**config.mk**
```make
export PLATFORM = sky130hd
export DESIGN_NAME = fifo_wr_arbiter
export DESIGN_NICKNAME = d
export VERILOG_FILES = /design/src/rtl/fifo_wr_arbiter.sv
export SDC_FILE = /design/constraint.sdc
export NUM_CORES = 1
export LEC_CHECK = 0
export CAP_MARGIN = 20
export CORE_MARGIN = 2
export CORE_UTILIZATION = 36
export CTS_BUF_LIST = sky130_fd_sc_hd__clkbuf_2
export DETAILED_ROUTE_END_ITERATION = 7
export PLACE_DENSITY = 0.83
export SYNTH_ARGS = -nofsm -noshare
export SYNTH_HDL_FRONTEND = slang
export SYNTH_SLANG_ARGS = --single-unit
```
**constraint.sdc**
```tcl
create_clock -name wclk -period 1.9 [get_ports wclk]
set_input_delay 0.38 -clock wclk [delete_from_list [all_inputs] [get_ports wclk]]
set_output_delay 0.38 -clock wclk [all_outputs]
set_load 0.02 [all_outputs]
```
**src/rtl/fifo_wr_arbiter.sv**
```systemverilog
// fifo_wr_arbiter: shares the single write port of an asynchronous FIFO
// between NREQ write-domain requesters. The port is granted round-robin for
// bursts of up to BURST words, or fewer if the owner flags its last word.
// The FIFO full flag throttles writes, so no word is lost or duplicated.
module fifo_wr_arbiter #(
    parameter int NREQ  = 4,
    parameter int DW    = 8,
    parameter int BURST = 4,
    localparam int IW   = (NREQ > 1) ? $clog2(NREQ) : 1,
    localparam int CW   = $clog2(BURST + 1)
) (
    input  logic               wclk,
    input  logic               wrst_n,
    input  logic [NREQ-1:0]    req,
    input  logic [NREQ*DW-1:0] req_data,
    input  logic [NREQ-1:0]    req_last,
    output logic [NREQ-1:0]    ack,
    input  logic               wfull,
    output logic [DW-1:0]      wdata,
    output logic               winc,
    output logic [IW-1:0]      grant_id,
    output logic               busy
);

    typedef enum logic {
        IDLE = 1'b0,
        OWN  = 1'b1
    } state_t;

    state_t        state_q, state_d;
    logic [IW-1:0] owner_q, owner_d;
    logic [IW-1:0] rr_ptr_q, rr_ptr_d;
    logic [CW-1:0] cnt_q, cnt_d;

    logic [IW:0]   scan_idx;
    logic [IW-1:0] pick;
    logic          pick_vld;
    logic [IW-1:0] owner_nxt;
    logic [CW-1:0] cnt_inc;
    logic          own_req;
    logic          own_last;
    logic          cnt_hit;
    logic          release_w;

    // Round-robin search: first requesting index at or above rr_ptr, wrapping.
    // The index is carried one bit wider so the wrap is an explicit modulo.
    always_comb begin
        pick     = rr_ptr_q;
        pick_vld = 1'b0;
        scan_idx = '0;
        for (int k = 0; k < NREQ; k++) begin
            scan_idx = {1'b0, rr_ptr_q} + (IW+1)'(k);
            if (scan_idx >= (IW+1)'(NREQ)) begin
                scan_idx = scan_idx - (IW+1)'(NREQ);
            end
            if (!pick_vld && req[scan_idx[IW-1:0]]) begin
                pick     = scan_idx[IW-1:0];
                pick_vld = 1'b1;
            end
        end
    end

    assign own_req   = req[owner_q];
    assign own_last  = req_last[owner_q];
    assign owner_nxt = (owner_q == IW'(NREQ - 1)) ? '0 : owner_q + 1'b1;
    assign cnt_inc   = cnt_q + 1'b1;
    assign cnt_hit   = (cnt_inc == CW'(BURST));

    // The write strobe is combinational from state so reset or wfull stops it at once.
    assign winc  = (state_q == OWN) && own_req && !wfull;
    assign wdata = req_data[int'(owner_q)*DW +: DW];
    assign ack   = winc ? (NREQ'(1) << owner_q) : '0;

    // Release on an abandoned grant, or on an accepted last word / BURST-th word.
    assign release_w = (state_q == OWN) &&
                       (!own_req || (winc && (own_last || cnt_hit)));

    assign busy     = (state_q == OWN);
    assign grant_id = owner_q;

    // Next-state logic for grant, burst counter and round-robin pointer.
    always_comb begin
        state_d  = state_q;
        owner_d  = owner_q;
        rr_ptr_d = rr_ptr_q;
        cnt_d    = cnt_q;
        case (state_q)
            IDLE: begin
                if (pick_vld) begin
                    state_d = OWN;
                    owner_d = pick;
                    cnt_d   = '0;
                end
            end
            OWN: begin
                if (winc) begin
                    cnt_d = cnt_inc;
                end
                if (release_w) begin
                    state_d  = IDLE;
                    rr_ptr_d = owner_nxt;
                end
            end
        endcase
    end

    // Arbiter state registers; reset restarts arbitration from requester 0.
    always_ff @(posedge wclk or negedge wrst_n) begin
        if (!wrst_n) begin
            state_q  <= IDLE;
            owner_q  <= '0;
            rr_ptr_q <= '0;
            cnt_q    <= '0;
        end else begin
            state_q  <= state_d;
            owner_q  <= owner_d;
            rr_ptr_q <= rr_ptr_d;
            cnt_q    <= cnt_d;
        end
    end

endmodule

```
# Word level (Yosys, flattened, before mapping)
# Cells that the tools add are included.
word_totals:
  output_inout_bits: 16
  word_cells: 78
  regBits: 8
  input_bits: 43
classes:
  n_eq_ne: 4
  magnitude_cmp: 9
  addsub: 9
  shift: 2
  n_reduce_logical: 17
  mux: 32
  bitwise_logic: 1
op_table:
  columns: ["operator", "count"]
  rows:
  - ["indexed part select 32 x 6 -> 8 bit", 1]
  - ["2-to-1 mux 2 bit", 9]
  - ["less-than comparator 2 x 3 -> 1 bit (second input constant)", 5]
  - ["binary-select mux 1 bit (select 2 bit)", 6]
  - ["2-to-1 mux 1 bit", 12]
  - ["greater-or-equal comparator 3 bit (second input constant)", 3]
  - ["subtractor 2 x 1 -> 2 bit (second input constant)", 4]
  - ["logical AND 1 bit", 7]
  - ["adder 2 x 2 -> 3 bit (second input constant)", 2]
  - ["2-to-1 mux 3 bit", 2]
  - ["one-hot mux 3 bit (2 select lines)", 1]
  - ["AND reduction 2 bit", 3]
  - ["logical NOT 1 bit", 5]
  - ["2-to-1 mux 4 bit", 1]
  - ["inequality test 2 bit (second input constant)", 2]
  - ["left shift 1 x 2 -> 4 bit (first input constant)", 1]
  - ["adder 2 x 1 -> 3 bit (second input constant)", 1]
  - ["adder 3 x 1 -> 3 bit (second input constant)", 1]
  - ["equality test 3 bit (second input constant)", 1]
  - ["greater-or-equal comparator 2 x 3 -> 1 bit (second input constant)", 1]
  - ["adder 2 x 1 -> 2 bit (second input constant)", 1]
  - ["equality test 2 bit (second input constant)", 1]
  - ["logical OR 1 bit", 2]
  - ["one-hot mux 1 bit (2 select lines)", 1]
  - ["inverter 1 bit", 1]

# Depth between registers and ports, before layout
# Gate-level depths: netlist of the first run.
depth:
  ltp_word: 16
  mapped_depth: 5
  ltp_nobuf: 5

# Worst setup path before layout of the first run
# OpenSTA, ideal clock, no wires.
synth_timing:
  kind: "register to output"
  startpoint: "register owner_q[0], in the netlist grant_id[0]"
  endpoint: "output port winc"
  t_required_ns: 1.520
  arrival_ns: 1.400
  slack_ns: 0.120
  stages_incl_launch_ff: 4
  cell_sequence: "dfrtp_1 mux4_2 nand2_1 inv_1"
synth_via:
  elab_chain_len: 4
synth_lines:
  columns: ["item", "line_no", "source"]
  rows:
  - ["from (decl)", "31", "logic [IW-1:0] owner_q, owner_d;"]
  - ["from (signal assigned)", "116", "owner_q <= owner_d;"]
  - ["binary-select mux 1 bit (select 2 bit)", "63", "assign own_req = req[owner_q];"]
  - ["2-to-1 mux 1 bit (implied by the code)", "63", null]
  - ["logical AND 1 bit (2 in a row)", "70", "assign winc = (state_q == OWN) && own_req && !wfull;"]
  - ["to (decl)", "20", "output logic winc,"]
# No other way between the ends. The select of a mux whose other input is x is not followed.

# Worst setup path in the final report of the first run
layout_timing:
  startpoint: "register owner_q[0], in the netlist grant_id[0]"
  endpoint: "output port ack[1]"
layout_via:
  elab_chain_len: 5
  word_cells_on_any_way: 6
  classes_between: "shift (1); mux (3); reduce/logical (2)"
layout_lines:
  columns: ["item", "line_no", "source"]
  rows:
  - ["binary-select mux 1 bit (select 2 bit)", "63", null]
  - ["2-to-1 mux 1 bit (implied by the code)", "63", null]
  - ["logical AND 1 bit (2 in a row)", "70", null]
  - ["2-to-1 mux 4 bit *", "72", "assign ack = winc ? (NREQ'(1) << owner_q) : '0;"]
  - ["to (decl)", "17", "output logic [NREQ-1:0] ack,"]
# Every way passes the cells marked *; elsewhere a longest branch is shown, timed or not. The select of a mux whose other input is x is not followed.

==> flow_summary.yaml, run 1 <==
cts:
  path_clk_slew_ns: 0.08
  cts_buffers: 3
  clock_sinks: 8
  insertion_delay_ns: 0.23
  cts_hold_buf: 0
  h-tree-depth: 1
  ctsRootBufferMaster: "clkbuf_2"
  cts_tree: "done"
  cts_buffer_depth: 2
timing:
  grt_setup_unrepaired: "true"
  worst_slack_ns: -0.140
  timing.final.crit_share: 1.07
  maxSlewViolCount: 0
  timing.fmax_mhz: 490
  setup_tns_ns: -0.777
  finalCriticalPeriod_ns: 2.04
  hold_violations: 0
  skew_ns: 0.00279
  final-setup-viol-count: 14
  tightest_slew_ns: 0.351
  slew_headroom: 0.765
grt:
  grt_usage: 0.249
  grt_start_max_net_pins: 14
  antenna_found_initial: 0
  grt_overflow: 0
  grt_pass1_vias: 1022
  grt_pass1_wl_um: 4910
synthesis:
  synth_seq_cells: 8
  netlist.area_leader.share: 0.243
  synth_area_um2: 836
  syn_inst: 76
  yosysUniqueCellTypes: 28
  synthAdderAreaFrac: 0.0898
  synth_area_leader_cell: "mux4_2"
  yosysSeqAreaShare: 0.240
  synth_compound_area_frac: 0.102
  synth_xor_area_frac: 0
  synth.top_cells.by_area: "mux4_2 24%, dfrtp_1 24%, ha_1 9.0%, and3_2 3.6%, mux2_4 3.6%"
  synth.avg_cell_area_um2: 11.0
  synthMuxAreaShare: 0.302
  ys_warn_count: 0
  synth_top_family_by_area: "multiplexers"
  synth-simple-area-share: 0.226
  synthesis.nets: 125
final_layout:
  layout.nets: 207
  final_cells: 184
  final_cell_mix: "39 x clkdlybuf4s50_1, 17 x buf_4, 13 x buf_6"
  synthToLayoutAreaGrowth_pct: 102
  insertedDiodeCount: 0
  fill_cells: 138
  layout_commonest_cell: "clkdlybuf4s50_1"
  final_layout_size_suffix_gt1_frac: 0.410
  final_area_um2: 1690
power_and_ir_drop:
  combPwrFrac: 0.804
  p_sw_frac: 0.436
  p_per_area_nw_per_um2: 1300
  peakVddDrop_uv: 950
  p_sw_uw: 954
  clkPwrFrac: 0.047
  p_int_uw: 1240
  p_seq_frac: 0.150
  leakagePower_uw: 0.000779
outcome:
  status: "finished with violations"
  violations: "negative setup slack"
worst_setup_path:
  crit_type: "register to primary output"
  cp_top_family: "multiplexers"
  required_ns: 1.52
  end_kind: "primary output"
  crit_fanout: 6
  cpPeakStageDelay_ns: 0.59
  crit_slowest_cell: "mux4_2"
  worst-path-buf-inv: 2
  path_cells: "buf_6 -> mux4_2 -> and3_4 -> buf_6"
  cp_common_cell: "buf_6"
  start_kind: "register"
  cp.arrival_ns: 1.66
routing:
  detail_route.first_pass.iterations: 4
  drc: 0
  totalWireLength_um: 3710
  vias: 997
  ant_nets: 0
  via_per_inst: 5.42
  avgRoutedWirePerCell_um: 20.1
  drt-initial-drc-count: 29
placement:
  io_buffers: 58
  place_inst: 175
  place_area_um2: 1550
  place_congestion: 0.770
  dp_hpwl_um: 2370
floorplan:
  die_w_um: 52.2
  ioPinCount: 59
  die-height_um: 52.2
  start_util: 0.378
  core_um2: 2210
  die_area_um2: 2720
  num_rows: 17
worst_hold_path:
  min-delay-path-class: "primary input to async pin"
job:
  cap_violations: 0
==> worst paths after layout <==
| path | start | to | slack (ns) | depth (start not counted) |
|---|---|---|---|---|
| max | grant_id[0] | ack[1] | -0.14 | 4 |
| max in group asynchronous | wrst_n | grant_id[0] | 1.21 | 1 |
| min in group wclk | cnt_q[2] | cnt_q[2] | 0.54 | 2 |
| min | wrst_n | rr_ptr_q[1] | 0.41 | 1 |
| max reg2reg | grant_id[0] | rr_ptr_q[0] | 0 | 8 |
| min reg2reg | cnt_q[2] | cnt_q[2] | 0.54 | 2 |
==> logic make-up after synthesis <==
group,count (synthesis)
mux,13
fa+ha+maj,6
compound gates,13
flops,8
buf+inv,7
simple gates,29
==> routing by layer <==
layer / global-route usage / vias up / part of all wire
li1: - / 452 / -
met1: 0.287 / 481 / 0.39
met2: 0.449 / 54 / 0.48
met3: 0.0571 / 10 / 0.096
met4: 0.0855 / 0 / 0.033
met5: 0 / - / 0
==> worst reg2reg max path, cell delays in order, from the launching register on <==
cell     delay [ns]
dfrtp_2        0.43
buf_4          0.15
buf_16         0.13
buf_4          0.14
inv_4          0.06
buf_6          0.10
nor4_4         0.05
nor4_4         0.39
mux2_4         0.34
==> power by group through the flow <==
stage                     clock (µW)  sequential (µW)  combinational (µW)
final                            102              328                1760
after global routing             112              339                1850
after CTS                        110              321                1570
after detailed placement           0              323                1450
after global placement             0              315                1420
after floorplan                    0              366                 797
==> metrics by stage <==
stage / total power (µW) / hold WS (ns) / utilization / worst slack, ns
2_1_floorplan: 1160 / 0.0844 / - / 0.120
3_3_place_gp: 1730 / 0.500 / 0.700 / -0.581
3_5_place_dp: 1770 / 0.520 / 0.700 / -0.617
4_1_cts: 2000 / 0.402 / 0.734 / -0.126
5_1_grt: 2300 / 0.444 / 0.762 / -0.177
6_report: 2190 / 0.410 / 0.762 / -0.140
==> final cells by class <==
cell class | instances | area, µm² | share of cell area
clock buffer | 3 | 15.0 | 0.00890
multi-input combinational | 61 | 641 | 0.380
sequential | 8 | 201 | 0.119
tap | 28 | 35.0 | 0.0208
inverter | 5 | 21.3 | 0.0126
timing repair buffer | 79 | 773 | 0.458
==> cell usage after synthesis, drive strengths merged <==
library cell and n:
mux4 9, dfrtp 8, ha 6, nand2 6, inv 5, nor2 5, o21ai 5, and3 4
nor4 4, nand3 3, nor2b 3, a21oi 2, and2b 2, buf 2, mux2 2, mux2i 2
a211o 1, a21boi 1, nor3b 1, o2111ai 1, o211a 1, o221ai 1, o22ai 1, or2 1
==> flip-flops by register name, indices dropped and copies added, names as in the netlist <==
| signal | flops |
|---|---|
| grant_id | 2 |
| busy | 1 |
| cnt_q | 3 |
| rr_ptr_q | 2 |
==> what timing repair did <==
item                       in CTS  in global routing
setup endpoints to repair      16                 16
buffers inserted                4                  2
gates resized for setup        79                 21
cloned                          1                  0
pin swaps                       4                  0
Power figures use the tool's default switching activity.
==> run 2: changes to the inputs <==
--- a/config.mk
+++ b/config.mk
@@ -6,7 +6,6 @@
 export NUM_CORES = 1
 export LEC_CHECK = 0
 export CAP_MARGIN = 20
-export CORE_MARGIN = 2
 export CORE_UTILIZATION = 36
 export CTS_BUF_LIST = sky130_fd_sc_hd__clkbuf_2
 export DETAILED_ROUTE_END_ITERATION = 7
==> constraint.sdc (replaced) <==
create_clock -name wclk -period 1.9 [get_ports wclk]
set_input_delay 0.19 -clock wclk [delete_from_list [all_inputs] [get_ports wclk]]
set_output_delay 0.19 -clock wclk [all_outputs]
set_load 0.02 [all_outputs]
==> run 2 against run 1 <==
Effect of this change:
- the run now ends clean
- worst hold slack worse by 0.19 ns
- die area is 7.5% lower
- clock skew is 0.00066 ns higher
- register-to-register slack better by 0.07 ns
- clock power is 4% lower
- first-iteration DRC count is 59% lower
- routed wire length is 21% lower
- cell count is 2.2% lower
- sequential cell count stayed put
- critical endpoint is now winc
- largest cell class unchanged
- largest power group unchanged
- highest routed layer is now met3
==> flow_summary.yaml, run 2 (same netlist as run 1, synthesis figures left out) <==
timing:
  finalCriticalPeriod_ns: 1.85
  maxSlewViolCount: 0
  final-setup-viol-count: 0
  hold_violations: 0
  timing.final.crit_share: 0.974
  skew_ns: 0.00345
  tightest_slew_ns: 0.471
  slew_headroom: 0.683
  timing.fmax_mhz: 540
  grt_setup_unrepaired: "false"
worst_setup_path:
  start_kind: "register"
  end_kind: "primary output"
  required_ns: 1.71
  crit_type: "register to primary output"
  cp.arrival_ns: 1.66
  crit_fanout: 5
floorplan:
  core_um2: 2190
  die-height_um: 50.2
  die_w_um: 50.2
  start_util: 0.381
  die_area_um2: 2520
  ioPinCount: 59
  num_rows: 17
cts:
  path_clk_slew_ns: 0.07
  insertion_delay_ns: 0.23
  cts_hold_buf: 0
  cts_tree: "done"
  clock_sinks: 8
  ctsRootBufferMaster: "clkbuf_2"
  cts_buffer_depth: 2
  cts_buffers: 3
  h-tree-depth: 1
final_layout:
  insertedDiodeCount: 0
  layout_commonest_cell: "clkdlybuf4s50_1"
  final_area_um2: 1560
  layout.nets: 203
  final_cells: 180
  largest_register_ff_count: 3
  synthToLayoutAreaGrowth_pct: 86.7
  final_cell_mix: "45 x clkdlybuf4s50_1, 16 x buf_4, 9 x mux4_2"
  regMostFlops: "cnt_q"
  final_layout_size_suffix_gt1_frac: 0.303
  fill_cells: 178
placement:
  place_area_um2: 1540
  dp_hpwl_um: 2430
  io_buffers: 58
  place_congestion: 0.716
  place_inst: 174
routing:
  drc: 0
  totalWireLength_um: 2940
  ant_nets: 0
  drt-initial-drc-count: 12
  detail_route.first_pass.iterations: 4
  vias: 940
  avgRoutedWirePerCell_um: 16.3
  via_per_inst: 5.22
power_and_ir_drop:
  peakVddDrop_uv: 1010
  p_per_area_nw_per_um2: 1200
  leakagePower_uw: 0.000726
grt:
  grt_overflow: 0
  grt_start_max_net_pins: 10
  antenna_found_initial: 0
  grt_usage: 0.249
  grt_pass1_wl_um: 4640
  grt_pass1_vias: 1003
outcome:
  status: "finished, final reports clean"
job:
  cap_violations: 0
worst_hold_path:
  min-delay-path-class: "primary input to async pin"
[run 2: changes by cell type in the layout (fill, tap and decap cells not counted), moves of 2 or more]
cell,previous run,this run
buf_2,2,4
clkdlybuf4s15_1,0,4
clkdlybuf4s50_1,39,45
and3_4,4,0
and3_2,0,4
buf_6,13,2
inv_1,3,5
[run 2: path summary, 6_finish.rpt]
kind / cells after the start / end / slack, ns / startpoint
max reg2reg: 6 / rr_ptr_q[1] / 0.07 / grant_id[0]
min: 1 / rr_ptr_q[0] / 0.22 / wrst_n
max: 5 / winc / 0.05 / grant_id[0]
min reg2reg: 2 / cnt_q[2] / 0.53 / cnt_q[2]
max in group asynchronous: 1 / grant_id[0] / 1.41 / wrst_n
min in group wclk: 2 / cnt_q[2] / 0.53 / cnt_q[2]
[run 2: layout make-up]
type                       count  area, µm²  share of cell area
timing repair buffer          75        688               0.441
multi-input combinational     61        602               0.386
sequential                     8        201               0.129
tap                           28       35.0              0.0225
inverter                       5       18.8              0.0120
clock buffer                   3       15.0             0.00962
[run 2: per-layer routing]
metal / track usage / vias to the layer above / part of all wire
met1: 0.294 / 455 / 0.42
met2: 0.449 / 38 / 0.49
met5: 0 / - / 0
met3: 0.0485 / 0 / 0.087
met4: 0.0714 / 0 / 0
li1: - / 447 / -
[run 2: critical path, stage by stage, from the launching register on]
cell and delay, ns:
dfrtp_2 0.42, mux4_2 0.56, buf_6 0.14, nand2_1 0.08, inv_1 0.06, buf_4 0.15
[run 2: report_power, final]
group	switching [µW]	internal, µW
Clock	54.9	43.1
Combinational	676	769
Sequential	87.6	248
Total	818	1060
[run 2: metrics by stage]
step                      power (µW)   util  setup slack, ns  hold WS [ns]  setup TNS (ns)
after floorplan                 1160      -            0.153        -0.106               0
after global placement          1740  0.704           -0.167         0.481          -0.851
after detailed placement        1790  0.704           -0.204         0.486           -1.16
after CTS                       1850  0.714          0.00579         0.222               0
after global routing            2000  0.712         0.000327         0.244               0
final                           1880  0.712           0.0493         0.222               0
[run 2: timing repair]
item                                    4_1_cts  5_1_grt
hold endpoints to repair                      0        0
buffers inserted                              0        2
gates cloned                                  1        0
resized for setup                            25       12
endpoints found under the setup margin       13       11
==> run 3: changes to the inputs <==
--- a/config.mk
+++ b/config.mk
@@ -10,6 +10,7 @@
 export CTS_BUF_LIST = sky130_fd_sc_hd__clkbuf_2
 export DETAILED_ROUTE_END_ITERATION = 7
 export PLACE_DENSITY = 0.83
+export SLEW_MARGIN = 5
 export SYNTH_ARGS = -nofsm -noshare
 export SYNTH_HDL_FRONTEND = slang
 export SYNTH_SLANG_ARGS = --single-unit
==> results of run 3 <==
No change in the layout: final DEF, timing and power equal those of run 2.
